## config.mk

```make
export PLATFORM = sky130hd
export DESIGN_NAME = drbg_stream_ctrl_flat
export DESIGN_NICKNAME = d
export VERILOG_FILES = /design/src/rtl/drbg_stream_ctrl_if.sv /design/src/rtl/drbg_stream_ctrl.sv /design/src/flat_wrapper.sv
export SDC_FILE = /design/constraint.sdc
export NUM_CORES = 2
export LEC_CHECK = 0
export ABC_AREA = 0
export BUFFER_PORTS_ARGS = -buffer_cell sky130_fd_sc_hd__buf_4
export CAP_MARGIN = 20
export CORE_ASPECT_RATIO = 1.75
export CORE_MARGIN = 5
export CORE_UTILIZATION = 30
export CTS_BUF_LIST = sky130_fd_sc_hd__clkbuf_2
export DETAILED_ROUTE_END_ITERATION = 8
export MAX_ROUTING_LAYER = met4
export PLACE_DENSITY = 0.56
export SYNTH_ARGS = -nofsm -noshare
export SYNTH_HDL_FRONTEND = slang
export SYNTH_SLANG_ARGS = --single-unit
```

## constraint.sdc

```tcl
create_clock -name clk -period 102.2 [get_ports clk]
set_input_delay 10.22 -clock clk [delete_from_list [all_inputs] [get_ports clk]]
set_output_delay 10.22 -clock clk [all_outputs]
set_load 0.005 [all_outputs]
```

## src/rtl/drbg_stream_ctrl_if.sv

```systemverilog
// Hash-core request/acknowledge channel and keystream valid/ready channel.
// master = DRBG sequencer side, slave = hash core / keystream consumer side.
interface drbg_stream_ctrl_if #(
   parameter int OUT_WIDTH = 32
);
   logic                 hash_req;
   logic [511:0]         hash_msg;
   logic                 hash_ack;
   logic [255:0]         hash_digest;
   logic                 out_valid;
   logic                 out_ready;
   logic [OUT_WIDTH-1:0] out_data;

   modport master (
      output hash_req, hash_msg, out_valid, out_data,
      input  hash_ack, hash_digest, out_ready
   );

   modport slave (
      input  hash_req, hash_msg, out_valid, out_data,
      output hash_ack, hash_digest, out_ready
   );
endinterface

```

## src/rtl/drbg_stream_ctrl.sv

```systemverilog
// Hash-DRBG sequencer: seeds, generates and reseeds a 256-bit state through an
// external hash core and streams keystream words, with word-skip catch-up.
//
//   state      | meaning
//   IDLE       | unseeded, waiting for init
//   SEED_REQ   | hashing latched seed into V
//   GEN_REQ    | hashing V with gen_counter into the output block
//   SERVE      | emitting / skipping words of the current block
//   RESEED_REQ | hashing V with reseed_counter+1 into the new V
//   DRAIN      | init aborted a request; waiting to discard its digest
module drbg_stream_ctrl #(
   parameter int OUT_WIDTH       = 32,
   parameter int BLOCKS_PER_SEED = 3,
   parameter int CNT_WIDTH       = 64,
   parameter int SKIP_WIDTH      = 16
) (
   input  logic                  clk,
   input  logic                  reset,
   drbg_stream_ctrl_if.master    bus,
   input  logic                  init,
   input  logic [255:0]          seed_in,
   input  logic                  skip_load,
   input  logic [SKIP_WIDTH-1:0] skip_count,
   output logic                  skip_busy,
   output logic                  init_ready,
   output logic [CNT_WIDTH-1:0]  reseed_counter,
   output logic [CNT_WIDTH-1:0]  gen_counter
);
   localparam int WORDS = 256 / OUT_WIDTH;
   localparam int IW    = (WORDS > 1) ? $clog2(WORDS) : 1;
   localparam int BW    = $clog2(BLOCKS_PER_SEED + 1);
   localparam logic [IW-1:0]         LAST_IDX = IW'(WORDS - 1);
   localparam logic [IW-1:0]         IDX_ONE  = IW'(1);
   localparam logic [BW-1:0]         BPS      = BW'(BLOCKS_PER_SEED);
   localparam logic [BW-1:0]         BLK_ONE  = BW'(1);
   localparam logic [CNT_WIDTH-1:0]  CNT_ONE  = CNT_WIDTH'(1);
   localparam logic [SKIP_WIDTH-1:0] SKIP_ONE = SKIP_WIDTH'(1);

   typedef enum logic [2:0] {IDLE, SEED_REQ, GEN_REQ, SERVE, RESEED_REQ, DRAIN} state_t;

   state_t                  state, state_nxt;
   logic [255:0]            v, seed_lat, buffer;
   logic [511:0]            drain_msg, msg_cur;
   logic [IW-1:0]           word_idx;
   logic [BW-1:0]           blocks_since_seed;
   logic [SKIP_WIDTH-1:0]   skip_left;
   logic [CNT_WIDTH-1:0]    reseed_next;
   logic                    req, consume, last_word, init_abort;

   assign req         = state inside {SEED_REQ, GEN_REQ, RESEED_REQ, DRAIN};
   assign skip_busy   = (skip_left != '0);
   assign consume     = (state == SERVE) && (skip_busy || bus.out_ready);
   assign last_word   = (word_idx == LAST_IDX);
   assign init_abort  = init && (state != IDLE) && (state != DRAIN);
   assign reseed_next = reseed_counter + CNT_ONE;

   assign bus.hash_req  = req;
   assign bus.hash_msg  = msg_cur;
   assign bus.out_valid = (state == SERVE) && !skip_busy;
   assign bus.out_data  = buffer[OUT_WIDTH-1:0];

   // DRAIN replays a snapshot so the message cannot move while its request is open.
   always_comb begin
      msg_cur = '0;
      case (state)
         SEED_REQ:   msg_cur = {seed_lat, 8'h02, 248'd0};
         GEN_REQ:    msg_cur = {v, 8'h00, 184'd0, 64'(gen_counter)};
         RESEED_REQ: msg_cur = {v, 8'h01, 184'd0, 64'(reseed_next)};
         DRAIN:      msg_cur = drain_msg;
         default:    ;
      endcase
   end

   always_ff @(posedge clk or posedge reset) begin
      if (reset) state <= IDLE;
      else       state <= state_nxt;
   end

   always_comb begin
      state_nxt = state;
      if (init_abort) begin
         state_nxt = (req && !bus.hash_ack) ? DRAIN : SEED_REQ;
      end else begin
         case (state)
            IDLE:       if (init) state_nxt = SEED_REQ;
            SEED_REQ:   if (bus.hash_ack) state_nxt = GEN_REQ;
            GEN_REQ:    if (bus.hash_ack) state_nxt = SERVE;
            SERVE:      if (consume && last_word)
                           state_nxt = (blocks_since_seed == BPS) ? RESEED_REQ : GEN_REQ;
            RESEED_REQ: if (bus.hash_ack) state_nxt = GEN_REQ;
            DRAIN:      if (bus.hash_ack) state_nxt = SEED_REQ;
            default:    state_nxt = IDLE;
         endcase
      end
   end

   always_ff @(posedge clk or posedge reset) begin
      if (reset) begin
         v                 <= '0;
         seed_lat          <= '0;
         buffer            <= '0;
         drain_msg         <= '0;
         word_idx          <= '0;
         blocks_since_seed <= '0;
         skip_left         <= '0;
         init_ready        <= 1'b0;
         gen_counter       <= '0;
         reseed_counter    <= '0;
      end else begin
         if (init) seed_lat <= seed_in;
         if (init_abort) begin
            buffer     <= '0;
            skip_left  <= '0;
            init_ready <= 1'b0;
            drain_msg  <= msg_cur;
         end else begin
            case (state)
               SEED_REQ: if (bus.hash_ack) begin
                  v                 <= bus.hash_digest;
                  gen_counter       <= '0;
                  reseed_counter    <= '0;
                  blocks_since_seed <= '0;
                  init_ready        <= 1'b1;
               end
               GEN_REQ: if (bus.hash_ack) begin
                  buffer            <= bus.hash_digest;
                  word_idx          <= '0;
                  gen_counter       <= gen_counter + CNT_ONE;
                  blocks_since_seed <= blocks_since_seed + BLK_ONE;
               end
               SERVE: if (consume) begin
                  buffer   <= buffer >> OUT_WIDTH;
                  word_idx <= word_idx + IDX_ONE;
               end
               RESEED_REQ: if (bus.hash_ack) begin
                  v                 <= bus.hash_digest;
                  reseed_counter    <= reseed_next;
                  blocks_since_seed <= '0;
               end
               default: ;
            endcase
            // A load is only accepted when idle, so it always starts after any word
            // transferred on the same edge.
            if (skip_busy) begin
               if (consume) skip_left <= skip_left - SKIP_ONE;
            end else if (skip_load) begin
               skip_left <= skip_count;
            end
         end
      end
   end
endmodule

```

## src/flat_wrapper.sv

```systemverilog
// flat-port wrapper written by rule: the top's interface ports become plain ports
module drbg_stream_ctrl_flat 
#(
   parameter int OUT_WIDTH       = 32,
   parameter int BLOCKS_PER_SEED = 3,
   parameter int CNT_WIDTH       = 64,
   parameter int SKIP_WIDTH      = 16
)
  (clk, reset, init, seed_in, skip_load, skip_count, skip_busy, init_ready, reseed_counter, gen_counter, bus_hash_req, bus_hash_msg, bus_out_valid, bus_out_data, bus_hash_ack, bus_hash_digest, bus_out_ready);
  drbg_stream_ctrl_if #(.OUT_WIDTH(OUT_WIDTH)) bus_i ();
  input  logic clk;
  input  logic reset;
  input  logic init;
  input  logic [255:0] seed_in;
  input  logic skip_load;
  input  logic [SKIP_WIDTH-1:0] skip_count;
  output logic skip_busy;
  output logic init_ready;
  output logic [CNT_WIDTH-1:0] reseed_counter;
  output logic [CNT_WIDTH-1:0] gen_counter;
  output wire logic [$bits(bus_i.hash_req)-1:0] bus_hash_req;
  output wire logic [$bits(bus_i.hash_msg)-1:0] bus_hash_msg;
  output wire logic [$bits(bus_i.out_valid)-1:0] bus_out_valid;
  output wire logic [$bits(bus_i.out_data)-1:0] bus_out_data;
  input wire logic [$bits(bus_i.hash_ack)-1:0] bus_hash_ack;
  input wire logic [$bits(bus_i.hash_digest)-1:0] bus_hash_digest;
  input wire logic [$bits(bus_i.out_ready)-1:0] bus_out_ready;
  assign bus_hash_req = bus_i.hash_req;
  assign bus_hash_msg = bus_i.hash_msg;
  assign bus_out_valid = bus_i.out_valid;
  assign bus_out_data = bus_i.out_data;
  assign bus_i.hash_ack = bus_hash_ack;
  assign bus_i.hash_digest = bus_hash_digest;
  assign bus_i.out_ready = bus_out_ready;
  drbg_stream_ctrl #(.OUT_WIDTH(OUT_WIDTH), .BLOCKS_PER_SEED(BLOCKS_PER_SEED), .CNT_WIDTH(CNT_WIDTH), .SKIP_WIDTH(SKIP_WIDTH)) u_core (.clk(clk), .reset(reset), .bus(bus_i), .init(init), .seed_in(seed_in), .skip_load(skip_load), .skip_count(skip_count), .skip_busy(skip_busy), .init_ready(init_ready), .reseed_counter(reseed_counter), .gen_counter(gen_counter));
endmodule
```

---- Yosys cells after proc, flatten, opt, wreduce, memory -nomap -nowiden ----
Cells that the tools add are included.
word-level totals
  output and inout port bits .............. 676
  flip-flop bits (word level) ............. 1433
operators by class
  equality and inequality tests ........... 20
  muxes and demuxes ....................... 32
  bitwise logic cells ..................... 1
  $add $sub $neg .......................... 5
  reduce and logical (&&, ||, !) cells .... 31
operators by type and width
  cell                     count
  $pmux W512 S4            1
  $mux W256                3
  $pmux W256 S2            1
  $pmux W64 S2             2
  $mux W64                 3
  $add A64 B1 Y64 const B  2
  $mux W16                 4
  $mux W3                  10
  $reduce_and A4 Y1        4
  $reduce_bool A16 Y1      1
  $sub A16 B1 Y16 const B  1
  $pmux W3 S5              1
  $ne A3 B2 Y1 const B     4
  $reduce_bool A2 Y1       6
  $eq A3 B3 Y1 const B     3
  $reduce_bool A3 Y1       3
  $eq A3 B2 Y1 const B     2
  $logic_and A1 B1 Y1      6
  $ne A2 B2 Y1 const B     3
  $ne A3 B1 Y1 const B     2
  $ne A3 B3 Y1 const B     2
  $pmux W3 S2              1
  $reduce_and A3 Y1        2
  $reduce_and A5 Y1        1
  other kinds (15)         21

---- Longest topological paths before layout ----
  depth in word-level cells ............... 7
  gate-level depth with buffers ........... 10

---- Least setup slack after synthesis ----
No wires, ideal clock.
  path type ............................... register -> output
  from .................................... reg u_core.reseed_counter[0]
  to ...................................... out bus_hash_msg[56]
  data arrival time ....................... 2272 ps
  setup slack ............................. 89708 ps
  path buffers ............................ 3
  data required time ...................... 91980 ps
  stages on the path, launching flop included .. 11
  cell sequence ........................... dfrtp_1 -> ha_1 -> and4_1 -> clkbuf_1 -> and4_1 -> clkbuf_1 -> nand4_1 -> or2_0 -> clkbuf_1 -> xnor2_1 -> o21ai_0
on the way
  cells in the longest elaborated chain, start to end .. 2
ends and longest elaborated chain
  element                 RTL line                 RTL
  start, declared         drbg_stream_ctrl.sv:26   output logic [CNT_WIDTH-1:0] reseed_counter,
  start signal, assigned  drbg_stream_ctrl.sv:137  reseed_counter <= reseed_next;
  $add A64 B1 Y64         drbg_stream_ctrl.sv:55   assign reseed_next = reseed_counter + CNT_ONE;
  $pmux W512 S4           drbg_stream_ctrl.sv:65   case (state)
  end, declared           flat_wrapper.sv:22       output wire logic [$bits(bus_i.hash_msg)-1:0] bus_hash_msg;
Every way passes these cells.

---- Worst setup path after layout ----
  from .................................... reg u_core.state[2]
  to ...................................... out bus_hash_msg[365]
on the way
  cells in the longest elaborated chain, start to end .. 2
ends and longest elaborated chain
  element                               RTL line                RTL
  start, declared                       drbg_stream_ctrl.sv:41  state_t state, state_nxt;
  start signal, assigned                drbg_stream_ctrl.sv:76  else state <= state_nxt;
  $eq A3 B3 Y1 (tied with other cells)  drbg_stream_ctrl.sv:65
  $pmux W512 S4 *                       drbg_stream_ctrl.sv:65
Mark *: on every way between the ends. The rest lies on a longest branch, timed or not.

==> results.md <==
* Hold Fails Final Rpt at 0
* Cts hold-fix bufs at 0
* Status: finished, final reports clean
* Leak at 41.5 nW
* Synth Area per Inst at 9.36 um^2
* Unique masters post-synth at 70
* Antenna Violating Nets Remaining at 0
* CTS sink cnt at 1433
* Vias at 62000
* Synth Area in Compound Gates at 11.8%
* Synth Area in Adders at 0.122%
* GRT Overall Usage at 24.0%
* Vias in the first global route at 62800
* Clk slew on worst S/H paths at 0.11 ns
* CTS tree: yes
* Mux cell area share after synthesis at 12.2%
* Clock Latency Late Sink at 1.63 ns
* HP Start: u_core.drain_msg[75]
* DP HPWL at 217000 um
* WL final at 305000 um
* Worst Hold Endpoint: u_core.drain_msg[75]
* Mapped Nets at 8240
* Synthesized flop and latch total at 1433
* Post-CTS Setup Bufs at 0
* First-pass GRT wire length at 439000 um
* Worst reg-to-reg path cell count at 9
* Die W at 381 um
* Final net count at 9290
* DR vias/cell at 5.07
* Area fraction of the dominant cell type after synthesis at 49.8%
* Final setup viols at 0
* Startpoint Class: register
* Power per Cell Area at 25.3 nW/um^2
* PostCTS Resize Cnt at 0
* Worst endpoint data arrival time at 6.24 ns
* Crit Reg-Reg Startpoint: u_core.state[1]
* Core region area at 240000 um^2
* Final Skew at 0.209 ns
* Worst path slowest cell: buf_4
* Total clock buffers created by CTS at 367
* Drt pass-1 iters at 8
* Worst hold stages at 1
* Slew @ Worst Pin at 1.43 ns
* Setup WS pre-CTS at 86.87 ns
* Worst vdd ir at 0.0207 mV
* Max Fclk at 0.0607 GHz
* Slew Viols, Final at 0
* Worst R2R End: u_core.skip_left[14]
* Routed len/inst at 24.9 um
* Post-synthesis sequential area ratio at 49.8%
* Synth warnings at 0
* RSZ-0062 raised after global routing: no
* Share of layout cells above drive strength 1 at 32.0%
* Fin crit period at 16.46 ns
* Deepest clock path buffer count at 4
* CP required at 91.98 ns
* Synth Flop Type: dfrtp_1
* Fraction of the mapped netlist area in simple logic gates at 19.6%
* Max-Cap Viols at 0
* H-tree Lvls at 5
* Num rows at 238
* Worst Slack Setup Final at 85.74 ns
* Root Buffer: clkbuf_2
* Syn Std Cell Area at 72100 um^2
* I/O pins at 1210
* FF-to-FF setup slack at 96.15 ns
* Synth async-reset ratio at 100%
* Rel. slew slack at 4.43%
* Largest net degree at the start of global routing at 184
* Post-Synth XOR/XNOR Area at 1.26%
* Die ar. at 251000 um^2
* Starting Density at 30.1%
* RD Place Congestion at 0.879
* Die height at 658 um
* Initial DRC count at 4560
* Final core utilization at 36.3%
* Area growth syn-to-layout at 20.6%
* Post-route DRC at 0
* Critical path fanouts, max at 84
* Most frequent CP cell: buf_4
* Input/output buffers at 1209
* Post-synth EDFFs at 0
* Cells after Synth at 7699
* Final setup TNS at 0 ns
* Worst Setup Path Type: register to primary output
* Tightest Hold Check Type: register to register
* Largest cells by area after synthesis: dfrtp_1, mux2_2, nand2_1
* Layout fillers at 24600
* Final Cycle Share at 16.1%
* Largest stage delay, worst path at 0.90 ns
* Grt ovf at 0
* Crit. End Element: primary output
* Antenna violations before repair at 126
* Top cell type by total area after synthesis: dfrtp_1
* CP cell instances: buf_4 -> buf_4 -> buf_4 -> mux2_2 -> nand2_1 -> o21ai_0 -> inv_1 -> o21ai_0 -> buf_4
* Largest family of logic cells by synthesized area: simple AND/OR/NAND/NOR gates
## through the flow
stage / std cells / hold WS, ns / power, mW / area [um^2]
final: 12200 / 0.481 / 2.20 / 86900
after floorplan: 7699 / 0.440 / 1.43 / 72100
after global placement: 11500 / 0.454 / 1.77 / 83200
after global routing: 12200 / 0.500 / 2.35 / 86900
after detailed placement: 11500 / 0.461 / 1.80 / 83300
after CTS: 12100 / 0.486 / 2.22 / 86500
## worst max-delay path, delay by kind of cell (launching register included)
kind / cells / cell delay, ns
AND/OR/NAND/NOR: 1 / 0.05
buffers and inverters: 5 / 2.75
multiplexers: 1 / 0.30
AO/OA/AOI/OAI: 2 / 0.58
flip-flops: 1 / 0.74
## Yosys cell counts (31+ instances only)
library cell and n:
buf_2 36, nor3_1 42, a21oi_1 81, and2_1 201, buf_1 31, a22o_1 40, clkbuf_1 494, nand3_1 71
nand4_1 43, nor2_1 361, xor2_1 45, buf_4 35, a22oi_1 47, nand2_1 2267, xnor2_1 59, and3_1 229
mux2_2 776, o21ai_0 666, dfrtp_1 1433, a311oi_2 220, nor4_1 34, inv_1 277
## worst max-delay path by stage
stage	end	slack [ns]	start	depth (start not counted)
after floorplan	u_core.blocks_since_seed[0]	51.57	reset	1
after global placement	u_core.drain_msg[431]	86.92	reset	7
after detailed placement	u_core.drain_msg[428]	86.87	reset	7
after CTS	bus_hash_msg[365]	85.54	u_core.state[2]	9
after global routing	bus_hash_msg[365]	85.38	u_core.state[2]	9
final	bus_hash_msg[365]	85.74	u_core.state[2]	9
## layout by cell type (no fill, tap or decap), types with 7 or more instances in the layout
master | Yosys | final
nor2_4 | 1 | 7
a22oi_1 | 47 | 47
o21ai_0 | 666 | 666
xnor2_1 | 59 | 59
xor2_1 | 45 | 45
and4_1 | 10 | 10
buf_16 | 0 | 7
diode_2 | 0 | 102
dfrtp_1 | 1433 | 1430
nor2b_1 | 8 | 7
clkinv_2 | 0 | 9
o22ai_1 | 18 | 18
clkinv_1 | 0 | 77
nor2_1 | 361 | 356
nor4_1 | 34 | 34
a31oi_1 | 21 | 21
a21oi_1 | 81 | 81
o31ai_1 | 21 | 21
buf_12 | 0 | 11
nor3_1 | 42 | 41
mux2_2 | 776 | 776
nand2_1 | 2267 | 2267
inv_1 | 277 | 276
a22o_1 | 40 | 40
buf_4 | 35 | 1283
a311oi_2 | 220 | 220
and2_1 | 201 | 200
nand3_1 | 71 | 70
and3_1 | 229 | 229
ha_1 | 7 | 7
clkbuf_2 | 0 | 521
a21o_1 | 10 | 10
or3_1 | 16 | 15
nand4_1 | 43 | 43
## cells by family (layout without fill, tap and decap cells)
| kind of cell | Yosys count | after routing |
|---|---|---|
| AND/OR/NAND/NOR | 3313 | 3313 |
| other | 0 | 102 |
| adder cells (fa/ha/maj) | 7 | 7 |
| flip-flops | 1433 | 1433 |
| AO/OA/AOI/OAI | 1161 | 1161 |
| buffers and inverters | 899 | 2205 |
| XOR/XNOR | 104 | 104 |
| multiplexers | 782 | 782 |
## sequential cells by signal (all words and copies together) (netlist names)
| name | cells |
|---|---|
| u_core.drain_msg | 512 |
| u_core.buffer | 256 |
| u_core.seed_lat | 256 |
| u_core.v | 256 |
| u_core.gen_counter | 64 |
| u_core.reseed_counter | 64 |
| u_core.skip_left | 16 |
| u_core.state | 3 |
| u_core.word_idx | 3 |
| u_core.blocks_since_seed | 2 |
| u_core.init_ready | 1 |
## final cells by class
cell class              count  area (um^2)  area share [%]
well taps                3120         3900            4.49
inverters                 278         1050            1.21
multi-input cells        5367        32600            37.5
diodes                    102          255           0.294
clock inverters           104          609           0.701
clock buffers             521         2610            3.00
flip-flops and latches   1433        35900            41.3
repair buffers           1302        10100            11.6
## per-layer routing
metal  GRT usage, %  share of wire (%)  routed length [um]  vias up
li1               -                  -                   -    28100
met1           28.2                 40              121000    30800
met2           37.6                 46              142000     2522
met3           7.23                8.5               25800      618
met4           11.8                5.5               16700        0
met5              -                  0                   0        -
## report_power, final
part	switching, mW	internal (mW)	total [mW]
Sequential	0.120	0.721	0.841
Clock	0.258	0.152	0.410
Combinational	0.561	0.385	0.946
Note: power is estimated with default switching activity, not from simulation.
